**config.mk**
```make
export PLATFORM = sky130hd
export DESIGN_NAME = regfile_dumper
export DESIGN_NICKNAME = d
export VERILOG_FILES = /design/src/rtl/regfile_pkg.sv /design/src/rtl/regfile_dumper.sv
export SDC_FILE = /design/constraint.sdc
export NUM_CORES = 1
export LEC_CHECK = 0
export CORE_MARGIN = 1
export CORE_UTILIZATION = 42
export CTS_BUF_LIST = sky130_fd_sc_hd__clkbuf_4
export CTS_CLUSTER_DIAMETER = 150
export CTS_CLUSTER_SIZE = 10
export DETAILED_ROUTE_END_ITERATION = 8
export PLACE_DENSITY = 0.82
export SLEW_MARGIN = 5
export SYNTH_ARGS = -nofsm -noshare
export SYNTH_HDL_FRONTEND = slang
export SYNTH_SLANG_ARGS = --single-unit
```
**constraint.sdc**
```tcl
create_clock -name clk -period 1.68 [get_ports clk]
set_input_delay 0.252 -clock clk [delete_from_list [all_inputs] [get_ports clk]]
set_output_delay 0.252 -clock clk [all_outputs]
set_load 0.02 [all_outputs]
```
**src/rtl/regfile_pkg.sv**
```systemverilog
// Shared definitions for the register file and its debug read-out engine.
//   BIT_SIZE  : register word width
//   ADDR_SIZE : register address width (32 registers)
//   NUM_REGS  : number of architectural registers
//   dump_state_e : state encoding of the read-out FSM
package regfile_pkg;

  localparam int BIT_SIZE  = 32;
  localparam int ADDR_SIZE = 5;
  localparam int NUM_REGS  = 32;

  typedef enum logic [1:0] {
    ST_IDLE = 2'd0,
    ST_READ = 2'd1,
    ST_SEND = 2'd2,
    ST_DONE = 2'd3
  } dump_state_e;

endpackage

```
**src/rtl/regfile_dumper.sv**
```systemverilog
// regfile_dumper: debug read-out engine for the register file.
// Walks an inclusive, wrapping address range through one asynchronous
// register-file read port and streams {address, data} beats on a
// valid/ready interface.
//
// Ports:
//   clk, rst     : clock, synchronous active-high reset
//   start, abort : dump request (IDLE only) / terminate (priority over start)
//   first_addr   : first register to dump, latched on accepted start
//   last_addr    : last register (inclusive), latched on accepted start
//   Read_addr    : register-file read address (always the current index)
//   Read_data    : combinational register-file read data
//   dump_valid   : beat available
//   dump_ready   : sink accepts beat
//   dump_addr    : register index of the current beat
//   dump_data    : captured register value
//   busy         : high whenever the engine is not idle
//   done         : one-cycle pulse after the last beat is accepted
module regfile_dumper
  import regfile_pkg::*;
#(
  parameter int bit_size  = BIT_SIZE,
  parameter int addr_size = ADDR_SIZE
) (
  input  logic                 clk,
  input  logic                 rst,
  input  logic                 start,
  input  logic                 abort,
  input  logic [addr_size-1:0] first_addr,
  input  logic [addr_size-1:0] last_addr,
  output logic [addr_size-1:0] Read_addr,
  input  logic [bit_size-1:0]  Read_data,
  output logic                 dump_valid,
  input  logic                 dump_ready,
  output logic [addr_size-1:0] dump_addr,
  output logic [bit_size-1:0]  dump_data,
  output logic                 busy,
  output logic                 done
);

  dump_state_e state_q;
  dump_state_e state_d;

  logic [addr_size-1:0] cur_addr;
  logic [addr_size-1:0] end_addr;
  logic [addr_size-1:0] cap_addr_p1;
  logic [bit_size-1:0]  cap_data_p1;

  logic start_ok;
  logic beat_hs;
  logic at_end;

  assign start_ok = (state_q == ST_IDLE) && start && !abort;
  assign beat_hs  = (state_q == ST_SEND) && dump_ready;
  assign at_end   = (cur_addr == end_addr);

  // State register
  always_ff @(posedge clk) begin
    if (rst) begin
      state_q <= ST_IDLE;
    end else begin
      state_q <= state_d;
    end
  end

  // Next-state logic; abort returns to IDLE from any active state
  always_comb begin
    state_d = state_q;
    unique case (state_q)
      ST_IDLE: begin
        if (start_ok) state_d = ST_READ;
      end
      ST_READ: begin
        state_d = abort ? ST_IDLE : ST_SEND;
      end
      ST_SEND: begin
        if (abort) begin
          state_d = ST_IDLE;
        end else if (dump_ready) begin
          state_d = at_end ? ST_DONE : ST_READ;
        end
      end
      ST_DONE: begin
        state_d = ST_IDLE;
      end
      default: state_d = ST_IDLE;
    endcase
  end

  // Output decode
  always_comb begin
    dump_valid = 1'b0;
    busy       = 1'b0;
    done       = 1'b0;
    unique case (state_q)
      ST_IDLE: ;
      ST_READ: busy = 1'b1;
      ST_SEND: begin
        busy       = 1'b1;
        dump_valid = 1'b1;
      end
      ST_DONE: begin
        busy = 1'b1;
        done = 1'b1;
      end
      default: ;
    endcase
  end

  // Address walker: range bounds latched on start, index advances mod
  // 2^addr_size on every non-final accepted beat.
  always_ff @(posedge clk) begin
    if (rst) begin
      cur_addr <= '0;
      end_addr <= '0;
    end else if (start_ok) begin
      cur_addr <= first_addr;
      end_addr <= last_addr;
    end else if (beat_hs && !abort && !at_end) begin
      cur_addr <= cur_addr + addr_size'(1);
    end
  end

  // Capture stage: the word is sampled at the end of READ, so a same-edge
  // register-file write is not observed and later writes cannot disturb
  // a pending beat.
  always_ff @(posedge clk) begin
    if (rst) begin
      cap_addr_p1 <= '0;
      cap_data_p1 <= '0;
    end else if (state_q == ST_READ) begin
      cap_addr_p1 <= cur_addr;
      cap_data_p1 <= Read_data;
    end
  end

  assign Read_addr = cur_addr;
  assign dump_addr = cap_addr_p1;
  assign dump_data = cap_data_p1;

endmodule

```
==> results.md, run 1 <==
- Synth Flop Type: dfxtp_1
- Post-layout nets: slightly below 400
- DP Cell Count: 389
- Syn nets: 290
- PD cells: around 750 nW/µm²
- Initial cell density of the core: a little over two fifths
- Synth-to-Final Area Change: 60.0%
- Setup CP Type: register to register
- Status: finished, final reports clean
- Register area: ~980 µm²
- Period utilization: between 90% and 100%
- Multi-input gate area: 891 µm²
- Slew Viols, Final: 0
- Worst skew pair latency: around 0.36 ns
- # clock sinks: 49
- Yosys cell types: 37
- Core area: around 4400 µm²
- Largest net degree at the start of global routing: 28
- Die span in y: 69.6 µm
- Crit path max fanout: 6
- Total chip power: approximately 2.3 mW
- Detail-routed via count per cell: roughly 5
- Initial DRC count: 61
- Layout cells sized above 1: 12.4%
- Fin util: a little over two thirds
- Routability cong.: approximately 0.78
- CP max-delay cell: a2111oi_4
- Layout Cells excl Fill: 400
- Min Hold Slack: approximately 0.31 ns
- Peak supply drop: 462 µV
- Max incr delay on CP: ~0.38 ns
- NetSw: approximately 0.64 mW
- Comb pwr share: 23.3%
- TritonCTS clock tree: yes
- Max-cap violations: 0
- Post-DRT Antenna Nets: 0
- Asr flop ratio synth: 0%
- Final Hold Fails: 0
- Num CTS Buffers: 5
- Tmin final: ~1.6 ns
- Crit path max-delay family: compound AO/OA/AOI/OAI gates
- Port Buf Inserts: slightly above 90
- Hold Crit Class: input port to register
- Worst-path cell chain: xor2_1 > a2111oi_4 > buf_4 > a31oi_4 > o311a_1 > o31ai_1
- Fill count: around 370
- Grt total ovfl: 0
- Die X: 69.6 µm
- YS warnings: 0
- Switch share: around 28%
- Startpoint types: register
- Max Fclk: roughly 620 MHz
- Seq pwr share: between 50% and 60%
- I/O pins: 92
- # diodes: 0
- Residual DRC: 0
- Final HPWL DP: around 3500 µm
- DR vias: roughly 2000
- Max-slew headroom: 72.0%
- Die area: 4850 µm²
- #FFs+latches synth: 49
- Largest area contributor in the netlist: dfxtp_1
- Flop-to-flop setup slack: 0.06 ns
- Setup-failing EPs final: 0
- Power Internal: ~1.7 mW
- First-pass GRT wire length: roughly 8100 µm
- Clock Skews: 0.0100 ns
- Post-synth EDFFs: 0
- Post-synth top area share: a little over 50%
- Setup slack after layout: roughly 0.059 ns
- Total wire length: slightly below 5000 µm
- Actual slew at the worst max-slew pin: between 0.4 and 0.5 ns
- P_leak: 1.14 nW
- Pre-CTS setup slack: -0.302 ns
- Bufs on Longest Clock Path: 2
- Cells after Synth: roughly 240
- Top cells by area, synth: dfxtp_1 51%, nand2_1 17%, a21oi_1 11%, clkbuf_1 2.7%, a2111oi_4 1.4%
- Avg Cell Area, Syn: about 7.9 µm²
- Mapped Area: just under 2000 µm²
- GRT Total Usage: between 20% and 30%
- Setup crit end kind: register
- Clock share of power: between 20 and 25%
- CP bufs+invs: 1
- Cell row count: 24
- H-tree depth: 2
- Required @ worst endpoint: 1.97 ns
- Initial antenna violation count: 0
- # hold bufs at CTS: 0
- Vias in the first global route: 1821
- Post-synthesis sequential area ratio: 51.0%
- CTS Root Cell: clkbuf_4
- Routed length per instance: between 10 and 15 µm
- Drt first pass iters: 4
- Clock slew at reported path FFs: 0.14 ns
- Worst Path Arrival: roughly 1.9 ns
-- cells in the mapped netlist, drive strengths merged (2+ instances only) --
| master | n |
|---|---|
| nor2 | 7 |
| xor2 | 2 |
| or3 | 2 |
| nand2 | 88 |
| a21oi | 44 |
| inv | 2 |
| o21ai | 2 |
| clkbuf | 14 |
| dfxtp | 49 |
| nor3 | 2 |
| a31oi | 3 |
| buf | 2 |
| nor2b | 3 |
-- sequential cells by signal (all words and copies together), names as in the netlist --
register and cells:
end_addr 5, dump_addr 5, state_q 2, dump_data 32
Read_addr 5
-- per-stage QoR --
step	setup TNS [ns]	instance area [µm²]
2_1_floorplan	0	1920
3_3_place_gp	-1.06	3000
3_5_place_dp	-1.49	3000
4_1_cts	0	3040
5_1_grt	-0.0127	3070
6_report	0	3070
-- cells by family (layout without fill, tap and decap cells) --
group	after synthesis	after routing	synth area share, %
and+or+nand+nor	113	113	24.7
xor gates and xnor gates	3	3	1.37
AOI/OAI and AO/OA	57	57	18.1
muxes	1	1	0.521
adders and majority gates	1	1	0.651
buffers and inverters	18	124	3.58
DFF	49	49	51.0
-- cell type report --
class | count | area share [%]
Clock inverter | 3 | 0.570
Timing Repair Buffer | 114 | 34.9
Multi-Input combinational cell | 175 | 29.0
Sequential cell | 49 | 31.9
Clock buffer | 5 | 1.22
Inverter | 2 | 0.244
Tap cell | 52 | 2.12
-- power by group through the flow --
stage / Clock (mW) / Combinational [mW] / Sequential [mW]
floorplan: 0 / 0.172 / 1.32
global placement: 0 / 0.492 / 1.26
detailed placement: 0 / 0.500 / 1.26
CTS: 0.553 / 0.492 / 1.24
global route: 0.592 / 0.575 / 1.24
finish: 0.528 / 0.536 / 1.24
-- final timing paths --
| path | from | cells after the start | end |
|---|---|---|---|
| setup / recovery | Read_addr[0] | 6 | Read_addr[4] |
| hold / removal | rst | 2 | state_q[0] |
| setup reg to reg | Read_addr[0] | 6 | Read_addr[4] |
| hold reg to reg | dump_data[14] | 2 | dump_data[14] |
-- placed cells by master (no fill, tap or decap), types with 5 or more instances in the layout --
cell             count
a21oi_1             43
buf_4               22
dlygate4sd2_1        6
nor2_1               7
dfxtp_1             48
clkdlybuf4s50_1     82
clkbuf_4             5
nand2_1             88
-- worst register-to-register path: stages, from the launching register on --
cell	delay [ns]
dfxtp_1	0.35
xor2_1	0.18
a2111oi_4	0.39
buf_4	0.20
a31oi_4	0.11
o311a_1	0.13
o31ai_1	0.19
-- what timing repair did --
item,CTS,global route
pin swaps,0,2
setup buffers,0,3
endpoints found under the setup margin,8,5
resized for setup,13,4
-- per-layer routing --
layer	vias up	track usage, %	part of all wire, %
met5	-	0	0
met4	0	4.00	1.0
met3	8	5.81	6.8
met2	71	36.2	50
met1	896	23.9	42
li1	1017	-	-
(Power assumes the default switching activity.)
==> run 2, diff against run 1 <==
--- a/config.mk
+++ b/config.mk
@@ -5,13 +5,14 @@
 export SDC_FILE = /design/constraint.sdc
 export NUM_CORES = 1
 export LEC_CHECK = 0
+export ABC_AREA = 1
 export CORE_MARGIN = 1
 export CORE_UTILIZATION = 42
 export CTS_BUF_LIST = sky130_fd_sc_hd__clkbuf_4
 export CTS_CLUSTER_DIAMETER = 150
 export CTS_CLUSTER_SIZE = 10
 export DETAILED_ROUTE_END_ITERATION = 8
-export PLACE_DENSITY = 0.82
+export PLACE_DENSITY = 0.81
 export SLEW_MARGIN = 5
 export SYNTH_ARGS = -nofsm -noshare
 export SYNTH_HDL_FRONTEND = slang
==> results.md, run 2 <==
- Fill count: approximately 400
- Switch share: around 30%
- Crit path launch: dump_data[6]
- Failing checks: design-rule violations
- CP bufs+invs: 1
- Seq pwr share: roughly half
- Count leader, synth: nor2_1
- Max incr delay on CP: ~0.61 ns
- Post-DRT Antenna Nets: 0
- Worst skew pair latency: 0.34 ns
- #FFs+latches synth: 49
- Post-layout nets: around 410
- PD cells: 848 nW/µm²
- Design area: roughly 3000 µm²
- Core area: 4470 µm²
- Worst Path Arrival: ~1.3 ns
- Bufs on Longest Clock Path: 2
- Power Internal: around 1.8 mW
- Comb pwr share: 26.5%
- Register area: 983 µm²
- TritonCTS clock tree: yes
- Setup-failing EPs final: 0
- Total wire length: between 5000 and 6000 µm
- P_leak: 1.32 nW
- Initial cell density of the core: roughly 45%
- Mapped Area: roughly 2000 µm²
- Layout cells sized above 1: 9.26%
- Peak supply drop: 573 µV
- Max-cap violations: 0
- Tmin final: ~1.6 ns
- WP depth: 1
- Residual DRC: 5
- # hold bufs at CTS: 0
- Avg Cell Area, Syn: just over 7 µm²
- Post-CTS Resized: 10
- Post-synth EDFFs: 0
- Startpoint types: register
- Die span in y: roughly 71 µm
- Synth-to-Final Area Change: 50.7%
- Reg2reg start: Read_addr[0]
- Status: finished with violations
- Die X: about 70 µm
- GRT Total Usage: 21.6%
- Yosys cell types: 23
- Setup CP Type: register to primary output
- Detail-routed via count per cell: around 4.8
- Top cells by area, synth: dfxtp_1 49%, nor2_1 15%, o21ai_0 11%, nand2_1 6.0%, inv_1 3.0%
- Worst R2R Path Depth: 9
- Hold path cells: 3
- Required @ worst endpoint: between 1 and 1.5 ns
- First-pass GRT wire length: 8670 µm
- Post-synthesis compound-gate area fraction: between 10% and 20%
- Post-synthesis sequential area ratio: about 49%
- Clock slew at reported path FFs: between 0.1 and 0.15 ns
- Area after DPL: 2960 µm²
- I/O pins: 92
- Fin util: roughly two thirds
- Synth Flop Type: dfxtp_1
- Port Buf Inserts: a little over 90
- Period utilization: 94.1%
- Crit path max-delay family: buffers and inverters
- Worst-path cell chain: clkdlybuf4s50_1
- Clock Skews: between 0.004 and 0.005 ns
- Multi-input gate area: 877 µm²
- Max reg flops: 32
- Grt total ovfl: 0
- Worst Setup EP: dump_data[6]
- Actual slew at the worst max-slew pin: 0.597 ns
- CTS Root Cell: clkbuf_4
- Setup crit end kind: primary output
- Die area: about 5000 µm²
- CP max-delay cell: clkdlybuf4s50_1
- Post-CTS Setup Bufs: 0
- Largest area contributor in the netlist: dfxtp_1
- Asr flop ratio synth: 0%
- Initial antenna violation count: 0
- Largest net degree at the start of global routing: 35
- Most frequent cells in the layout: 83 x clkdlybuf4s50_1, 80 x nor2_1, 47 x dfxtp_1
- Final HPWL DP: about 3500 µm
- Flop-to-flop setup slack: approximately 0.23 ns
- Routability cong.: around 0.75
- YS warnings: 0
- Vias in the first global route: between 1500 and 2000
- Initial DRC count: roughly 140
- Num CTS Buffers: 5
- R2r endpoint: Read_addr[0]
- Crit path max fanout: 2
- # diodes: 0
- Slew Viols, Final: 0
- RSZ-0062 raised after global routing: false
- Min Hold Slack: between 0.4 and 0.5 ns
- H-tree depth: 2
- Syn nets: about 320
- Final Hold Fails: 0
- Cells after Synth: between 200 and 300
- Top cells by count, synth: 80 x nor2_1, 49 x dfxtp_1, 43 x o21ai_0
- Most common cell after layout, fill and taps aside: clkdlybuf4s50_1
- Drt first pass iters: 6
- # clock sinks: between 40 and 50
- Hold Crit Class: input port to register
- Synth Area in Simple Gates: about 28%
- Cell row count: 24
- Post-synth top area share: roughly half
- Max Fclk: about 630 MHz
- NetSw: ~0.77 mW
- Multiplexer area fraction after synthesis: 0%
- Max-slew headroom: 60.1%
- Main combinational cell family by area after synthesis: simple AND/OR/NAND/NOR gates
- Clock share of power: between 20 and 25%
- Setup TNS: 0 ns
- Post-Synth XOR/XNOR Area: less than 1%
- Adder-cell share of the synthesized area: less than 1%
- DR vias: between 2000 and 2500
- Routed length per instance: approximately 12 µm
==> run 2: per-layer routing <==
layer	GRT usage, %	vias to the layer above	routed length, µm
met4	5.56	0	30
met1	25.9	887	2180
met2	37.0	75	2330
met3	7.55	2	459
met5	0	-	0
li1	-	1050	-
==> run 2: worst min-delay path by stage <==
| stage | slack, ns | end | start |
|---|---|---|---|
| after global placement | 0.45 | end_addr[3] | end_addr[3] |
| final | 0.47 | dump_data[1] | Read_data[1] |
| after global routing | 0.46 | dump_data[22] | Read_data[22] |
| after floorplan | 0.32 | state_q[1] | rst |
| after CTS | 0.46 | dump_data[8] | Read_data[8] |
| after detailed placement | 0.46 | end_addr[3] | end_addr[3] |
==> run 2: per-stage QoR <==
step	setup slack [ns]	cells	total power, mW
3_3_place_gp	0.0773	411	2.02
2_1_floorplan	0.318	276	1.69
4_1_cts	0.0821	419	2.58
5_1_grt	0.00109	419	2.71
3_5_place_dp	0.0235	411	2.04
6_report	0.0985	419	2.56
==> run 2: layout make-up <==
cell class	instances	area share (%)
Multi-Input combinational cell	193	29.1
Sequential cell	49	32.6
Timing Repair Buffer	96	31.5
Inverter	21	2.61
Clock inverter	1	0.249
Tap cell	52	2.16
Clock buffer	7	1.74
==> run 2: power groups by stage <==
stage	registers [mW]	clock network, mW	logic (mW)
floorplan	1.45	0	0.239
global placement	1.35	0	0.678
detailed placement	1.35	0	0.688
CTS	1.32	0.574	0.684
global route	1.34	0.620	0.746
finish	1.32	0.555	0.677
==> run 2: cell families after synthesis <==
group,count (synthesis)
adder cells (fa/ha/maj),1
XOR/XNOR,2
buffers and inverters,34
AND/OR/NAND/NOR,133
AO/OA/AOI/OAI,57
flip-flops,49
